--- src/rtl/softmax_div_pkg.sv ---
// ---------------------------------------------------------------------------
// softmax_div_pkg
// Shared definitions for the softmax divide issuer: default widths and
// depths, the result record carried through the result FIFO, and a helper
// that sizes occupancy counters (one extra bit so "full" is representable).
// ---------------------------------------------------------------------------
package softmax_div_pkg;

    localparam int DEF_A_WIDTH    = 32;
    localparam int DEF_B_WIDTH    = 32;
    localparam int DEF_LATENCY    = 63;
    localparam int DEF_FIFO_DEPTH = 64;

    // Counter width able to hold 0..FIFO_DEPTH inclusive.
    localparam int CNT_W = $clog2(DEF_FIFO_DEPTH) + 1;

    // One collected divider result, in FIFO order.
    typedef struct packed {
        logic [DEF_A_WIDTH-1:0] quotient;
        logic [DEF_B_WIDTH-1:0] remainder;
        logic                   div0;
        logic                   last;
    } result_t;

    function automatic int cnt_width(input int depth);
        return $clog2(depth) + 1;
    endfunction

endpackage

--- src/rtl/softmax_res_fifo.sv ---
// ---------------------------------------------------------------------------
// softmax_res_fifo
// Synchronous result FIFO. Head entry is presented on data_o one cycle after
// it is pushed; data_o reads as zero while empty. Pointers carry an extra
// wrap bit so full and empty are distinguished without a separate flag.
//
// Ports
//   clk, rst   clock, synchronous active-high reset
//   push_i     write data_i this cycle
//   data_i     entry to write
//   pop_i      consumer ready; pops the head when valid_o is high
//   data_o     head entry (zero when empty)
//   valid_o    FIFO non-empty
//   count_o    current occupancy, 0..DEPTH
// ---------------------------------------------------------------------------
module softmax_res_fifo
    import softmax_div_pkg::*;
#(
    parameter type T     = result_t,
    parameter int  DEPTH = DEF_FIFO_DEPTH,
    parameter int  CW    = cnt_width(DEPTH)
) (
    input  logic          clk,
    input  logic          rst,
    input  logic          push_i,
    input  T              data_i,
    input  logic          pop_i,
    output T              data_o,
    output logic          valid_o,
    output logic [CW-1:0] count_o
);

    localparam int AW = $clog2(DEPTH);

    T            mem_q [DEPTH];
    logic [AW:0] wr_ptr_q;
    logic [AW:0] rd_ptr_q;
    logic        do_pop;
    logic        full;

    assign valid_o = (wr_ptr_q != rd_ptr_q);
    assign count_o = wr_ptr_q - rd_ptr_q;
    assign full    = (count_o == CW'(DEPTH));
    assign do_pop  = pop_i && valid_o;
    assign data_o  = valid_o ? mem_q[rd_ptr_q[AW-1:0]] : '0;

    always_ff @(posedge clk) begin
        if (rst) begin
            wr_ptr_q <= '0;
            rd_ptr_q <= '0;
        end else begin
            if (push_i) begin
                wr_ptr_q <= wr_ptr_q + 1'b1;
            end
            if (do_pop) begin
                rd_ptr_q <= rd_ptr_q + 1'b1;
            end
        end
    end

    // Storage needs no reset: pointers alone decide what is visible.
    always_ff @(posedge clk) begin
        if (push_i) begin
            mem_q[wr_ptr_q[AW-1:0]] <= data_i;
        end
    end

    // Upstream credit accounting must never let a push land on a full FIFO
    // unless the head leaves in the same cycle.
    assert property (@(posedge clk) disable iff (rst) !(push_i && full && !do_pop));

endmodule

--- src/rtl/softmax_div_issuer.sv ---
// ---------------------------------------------------------------------------
// softmax_div_issuer
// Feeds a fixed-latency pipelined unsigned divider with one dividend per cycle
// against a shared divisor, and collects quotients in issue order into a
// result FIFO. The divider is never stalled: a credit check (in-flight plus
// buffered results below FIFO depth) guarantees every returning result has a
// FIFO slot.
//
// Ports
//   clk, rst                    clock, synchronous active-high reset
//   cfg_load, cfg_divisor       latch a new divisor (only while not busy)
//   s_valid/s_ready/s_dividend/s_last   dividend stream in
//   div_en/div_a/div_b          divider inputs
//   div_quotient/div_remainder/div_by_0 divider outputs
//   m_valid/m_ready/m_quotient/m_remainder/m_div0/m_last  result stream out
//   busy                        work in flight or results buffered
// ---------------------------------------------------------------------------
module softmax_div_issuer
    import softmax_div_pkg::*;
#(
    parameter int A_WIDTH    = DEF_A_WIDTH,
    parameter int B_WIDTH    = DEF_B_WIDTH,
    parameter int LATENCY    = DEF_LATENCY,
    parameter int FIFO_DEPTH = DEF_FIFO_DEPTH
) (
    input  logic               clk,
    input  logic               rst,
    input  logic               cfg_load,
    input  logic [B_WIDTH-1:0] cfg_divisor,
    input  logic               s_valid,
    output logic               s_ready,
    input  logic [A_WIDTH-1:0] s_dividend,
    input  logic               s_last,
    output logic               div_en,
    output logic [A_WIDTH-1:0] div_a,
    output logic [B_WIDTH-1:0] div_b,
    input  logic [A_WIDTH-1:0] div_quotient,
    input  logic [B_WIDTH-1:0] div_remainder,
    input  logic               div_by_0,
    output logic               m_valid,
    input  logic               m_ready,
    output logic [A_WIDTH-1:0] m_quotient,
    output logic [B_WIDTH-1:0] m_remainder,
    output logic               m_div0,
    output logic               m_last,
    output logic               busy
);

    localparam int CW = cnt_width(FIFO_DEPTH);

    typedef struct packed {
        logic [A_WIDTH-1:0] quotient;
        logic [B_WIDTH-1:0] remainder;
        logic               div0;
        logic               last;
    } res_t;

    logic               en_q;
    logic [B_WIDTH-1:0] divisor_q;
    logic [LATENCY-1:0] tag_valid_q;
    logic [LATENCY-1:0] tag_last_q;
    logic [CW-1:0]      inflight_q;
    logic [CW-1:0]      inflight_d;
    logic [CW-1:0]      fifo_count;
    logic [CW:0]        credits_used;
    logic               fire;
    logic               tag_exit;
    res_t               push_data;
    res_t               head;

    // Every accepted dividend consumes a credit until its result is popped,
    // so the FIFO can always absorb whatever the divider returns.
    assign credits_used = {1'b0, inflight_q} + {1'b0, fifo_count};
    assign s_ready      = !rst && !cfg_load && (credits_used < (CW+1)'(FIFO_DEPTH));
    assign fire         = s_valid && s_ready;
    assign tag_exit     = tag_valid_q[LATENCY-1];

    assign div_en = en_q;
    assign div_a  = fire ? s_dividend : '0;
    assign div_b  = divisor_q;

    assign busy = (inflight_q != '0) || m_valid;

    always_comb begin
        inflight_d = inflight_q;
        if (fire && !tag_exit) begin
            inflight_d = inflight_q + CW'(1);
        end else if (!fire && tag_exit) begin
            inflight_d = inflight_q - CW'(1);
        end
    end

    // The tag line runs in lockstep with the divider pipeline; clearing it on
    // reset is what keeps stale divider contents out of the FIFO.
    always_ff @(posedge clk) begin
        if (rst) begin
            en_q        <= 1'b0;
            divisor_q   <= '0;
            tag_valid_q <= '0;
            tag_last_q  <= '0;
            inflight_q  <= '0;
        end else begin
            en_q <= 1'b1;
            if (cfg_load && !busy) begin
                divisor_q <= cfg_divisor;
            end
            tag_valid_q[0] <= fire;
            tag_last_q[0]  <= s_last;
            for (int i = 1; i < LATENCY; i++) begin
                tag_valid_q[i] <= tag_valid_q[i-1];
                tag_last_q[i]  <= tag_last_q[i-1];
            end
            inflight_q <= inflight_d;
        end
    end

    assign push_data.quotient  = div_quotient;
    assign push_data.remainder = div_remainder;
    assign push_data.div0      = div_by_0;
    assign push_data.last      = tag_last_q[LATENCY-1];

    softmax_res_fifo #(
        .T     (res_t),
        .DEPTH (FIFO_DEPTH),
        .CW    (CW)
    ) u_res_fifo (
        .clk     (clk),
        .rst     (rst),
        .push_i  (tag_exit),
        .data_i  (push_data),
        .pop_i   (m_ready),
        .data_o  (head),
        .valid_o (m_valid),
        .count_o (fifo_count)
    );

    assign m_quotient  = head.quotient;
    assign m_remainder = head.remainder;
    assign m_div0      = head.div0;
    assign m_last      = head.last;

endmodule

--- config.mk ---
export PLATFORM = sky130hd
export DESIGN_NAME = softmax_div_issuer
export DESIGN_NICKNAME = d
export VERILOG_FILES = /design/src/rtl/softmax_div_pkg.sv /design/src/rtl/softmax_res_fifo.sv /design/src/rtl/softmax_div_issuer.sv
export SDC_FILE = /design/constraint.sdc
export NUM_CORES = 2
export LEC_CHECK = 0
export ABC_AREA = 1
export CORE_AREA = 10 10 827 503
export DETAILED_ROUTE_END_ITERATION = 16
export DIE_AREA = 0 0 837 513
export SETUP_SLACK_MARGIN = 0.1
export SLEW_MARGIN = 10
export SYNTH_ARGS = -nofsm -noshare
export SYNTH_HDL_FRONTEND = slang
export SYNTH_MEMORY_MAX_BITS = 65536
export SYNTH_SLANG_ARGS = --single-unit
--- constraint.sdc ---
create_clock -name clk -period 8 [get_ports clk]
set_input_delay 1.6 -clock clk [delete_from_list [all_inputs] [get_ports clk]]
set_output_delay 1.6 -clock clk [all_outputs]
set_load 0.05 [all_outputs]
==> metrics.txt <==
vias in the first global route=107100; Total Wirelength=560.1 mm; Vias=116600; CTS HTree Levels=5; commonest non-fill, non-tap cell in the layout=nand2_1; pwr dens=244.2 nW/um^2; synthesized area per cell=12.04 sq um; RSZ-0062 raised after global routing=false; CP Data Required Time=6.40 ns; crit path to=div_a[28]; vias per cell=5.754; Worst R2R Start=u_res_fifo.wr_ptr_q[0]; cell leakage power=67.61 nW; initial antenna violation count=65; CTS hold repair buffers=0; fin crit share=90.43%; worst slack, placed=1.774 ns; crit path DAT=5.63 ns; fin crit period=7.234 ns; I/O pin cnt=269; final max-slew violation count=0; CTS Buffer Depth=4; Reg2Reg Depth=27; DR WL/cell=27.64 um; max-cap violations=0; share of cells above drive strength 1=6.797%; Worst-Skew Late Latency=0.97 ns; Rows=180; Mapped Area=175700 sq um; CP startpoint kind=flip-flop; Max Freq=138.2 MHz; gr usage total=25.09%; Critical Path Sink Type=output pin; drt initial violations=18510; Port-buffer cells=268; status=complete, no violations; clock transition at the registers of the reported paths=0.07 ns; die width=837 um; global route overflow=0; Yosys reg bits=4410; Syn. warnings=0; Final Hold Slack=0.3998 ns; FILL cells=34800; die height=513 um; Initial Utilization=43.94%; Final WS setup=0.7656 ns; worst-margin pin slew=1.265 ns; largest net degree at the start of global routing=169; syn nets=14740; worst-path fanout max=34; Final Hold Violating Endpoints=0; cts repair resizes=0; CTS Root Cell=clkbuf_16; clock skew=0.06335 ns; flop-to-flop setup slack=2.76 ns; most frequent cells in the layout=nand2_1 (4269), edfxtp_1 (4224), nand3_1 (3710); Critical Path Start=u_res_fifo.wr_ptr_q[0]; CTS Buf Count=386; Mapped Cells=14590; CTS tree=yes; first-pass GRT wire length=794.7 mm; VDD IR max=191.2 uV; worst hold-check path type=reg2reg; post-CTS setup buffer count=0; DRT Pass-1 Iters=8; Post-DP HPWL=270.4 mm; design area=196100 sq um; register area share after synthesis=74.33%; Core Region=399800 sq um; placed cell area=183700 sq um; die area=429400 sq um; FF-to-FF End=inflight_q[3]; Placer Congestion=0.7820; Post-DRT Antenna Nets=0; Post-layout nets=14720; Remaining DRCs=0; TNS Setup=0 ns; Area Overhead vs Synth=11.65%; worst rel slew slack=15.68%; critical path type=reg2out; Cell variety after synth=30; CTS sink count=4410; post-layout util=49.06%; endpoints failing setup=0
[synth_stat cells]
library cell	count	share of area (%)
nor4_1	3	0.011
edfxtp_1	4224	72
o21bai_1	2	0.0085
a21oi_1	117	0.33
nor3_1	15	0.043
nand3_2	1	0.0057
fa_1	2	0.023
buf_2	362	1.0
nand3_1	3710	11
a31o_2	1	0.0050
ha_1	21	0.15
nor3b_1	1	0.0043
inv_2	2	0.0043
o211ai_1	2	0.0085
clkinv_1	4	0.0085
buf_6	59	0.38
clkbuf_1	310	0.66
a31oi_1	2	0.0071
buf_4	125	0.53
o22ai_1	66	0.24
o21ai_0	176	0.50
buf_1	101	0.22
inv_1	233	0.50
nor2_1	572	1.2
nand2_1	4270	9.1
xnor2_1	4	0.020
nand4_1	5	0.018
dfxtp_1	186	2.1
buf_8	2	0.017
xor2_1	7	0.035
[worst max-delay path: stages, from the launching register on]
cell and delay, ns:
dfxtp_1 0.37, inv_1 0.25, ha_1 0.20, inv_1 0.06
fa_1 0.40, a21oi_1 0.18, o21ai_0 0.17, nand2_1 0.10
nand2_1 0.05, a21oi_1 0.15, xor2_1 0.21, ha_1 0.25
nor2_1 0.11, nand2_1 0.06, nor4_1 0.16, nand2_1 0.11
inv_1 0.08, nand2_1 0.57, nor2_1 0.33, clkdlybuf4s50_1 0.87
[how the worst min path moves through the flow]
stage	start	depth (start not counted)	endpoint
floorplan	tag_last_q[9]	2	tag_last_q[10]
global placement	tag_valid_q[29]	2	tag_valid_q[30]
detailed placement	tag_valid_q[25]	2	tag_valid_q[26]
CTS	tag_valid_q[25]	2	tag_valid_q[26]
global route	tag_last_q[26]	2	tag_last_q[27]
finish	tag_valid_q[13]	2	tag_valid_q[14]
[area by class of cell]
type / instances / area (sq um) / area share (%)
Tap cell: 5369 / 6718 / 3.425
Sequential cell: 4410 / 130600 / 66.58
Antenna cell: 17 / 42.54 / 0.02169
Multi-Input combinational cell: 8977 / 39690 / 20.24
Clock buffer: 476 / 10230 / 5.218
Timing Repair Buffer: 551 / 5731 / 2.922
Clock inverter: 222 / 2183 / 1.113
Inverter: 239 / 939.7 / 0.4791
[stage by stage]
| step | total power, mW | instances |
|---|---|---|
| finish | 47.90 | 20260 |
| detailed placement | 29.37 | 19550 |
| global route | 49.37 | 20250 |
| global placement | 29.35 | 19550 |
| floorplan | 28.12 | 14590 |
| CTS | 48.05 | 20240 |
[layer usage]
| layer | up-vias | global-route usage [%] | part of all wire, % |
|---|---|---|---|
| li1 | 51570 | - | - |
| met3 | 879 | 5.877 | 12 |
| met2 | 6750 | 36.32 | 42 |
| met1 | 57370 | 37.78 | 43 |
| met4 | 20 | 6.869 | 2.9 |
| met5 | - | 0 | 0.023 |
[where the power goes]
group	internal [mW]	switching, mW
clock	10.4	8.60
sequential	25.3	0.0438
combinational	0.943	2.61
total	36.6	11.3
[flip-flops by register name, indices dropped and copies added (netlist names), named ones only]
name,cells
u_res_fifo.mem_q,4224
tag_last_q,63
tag_valid_q,63
div_b,32
inflight_q,7
u_res_fifo.rd_ptr_q,7
u_res_fifo.wr_ptr_q,7
div_en,1
[logic make-up (layout without fill, tap and decap cells)]
group	after synthesis	after routing	synth area share (%)
buffers and inverters	1198	1488	3.350
and+or+nand+nor	8577	8577	21.00
adders and majority gates	23	23	0.1724
DFF	4410	4410	74.33
xor gates and xnor gates	11	11	0.05484
other	0	17	0
AOI/OAI and AO/OA	366	366	1.099
No activity file was read; power rests on OpenSTA's default activity.
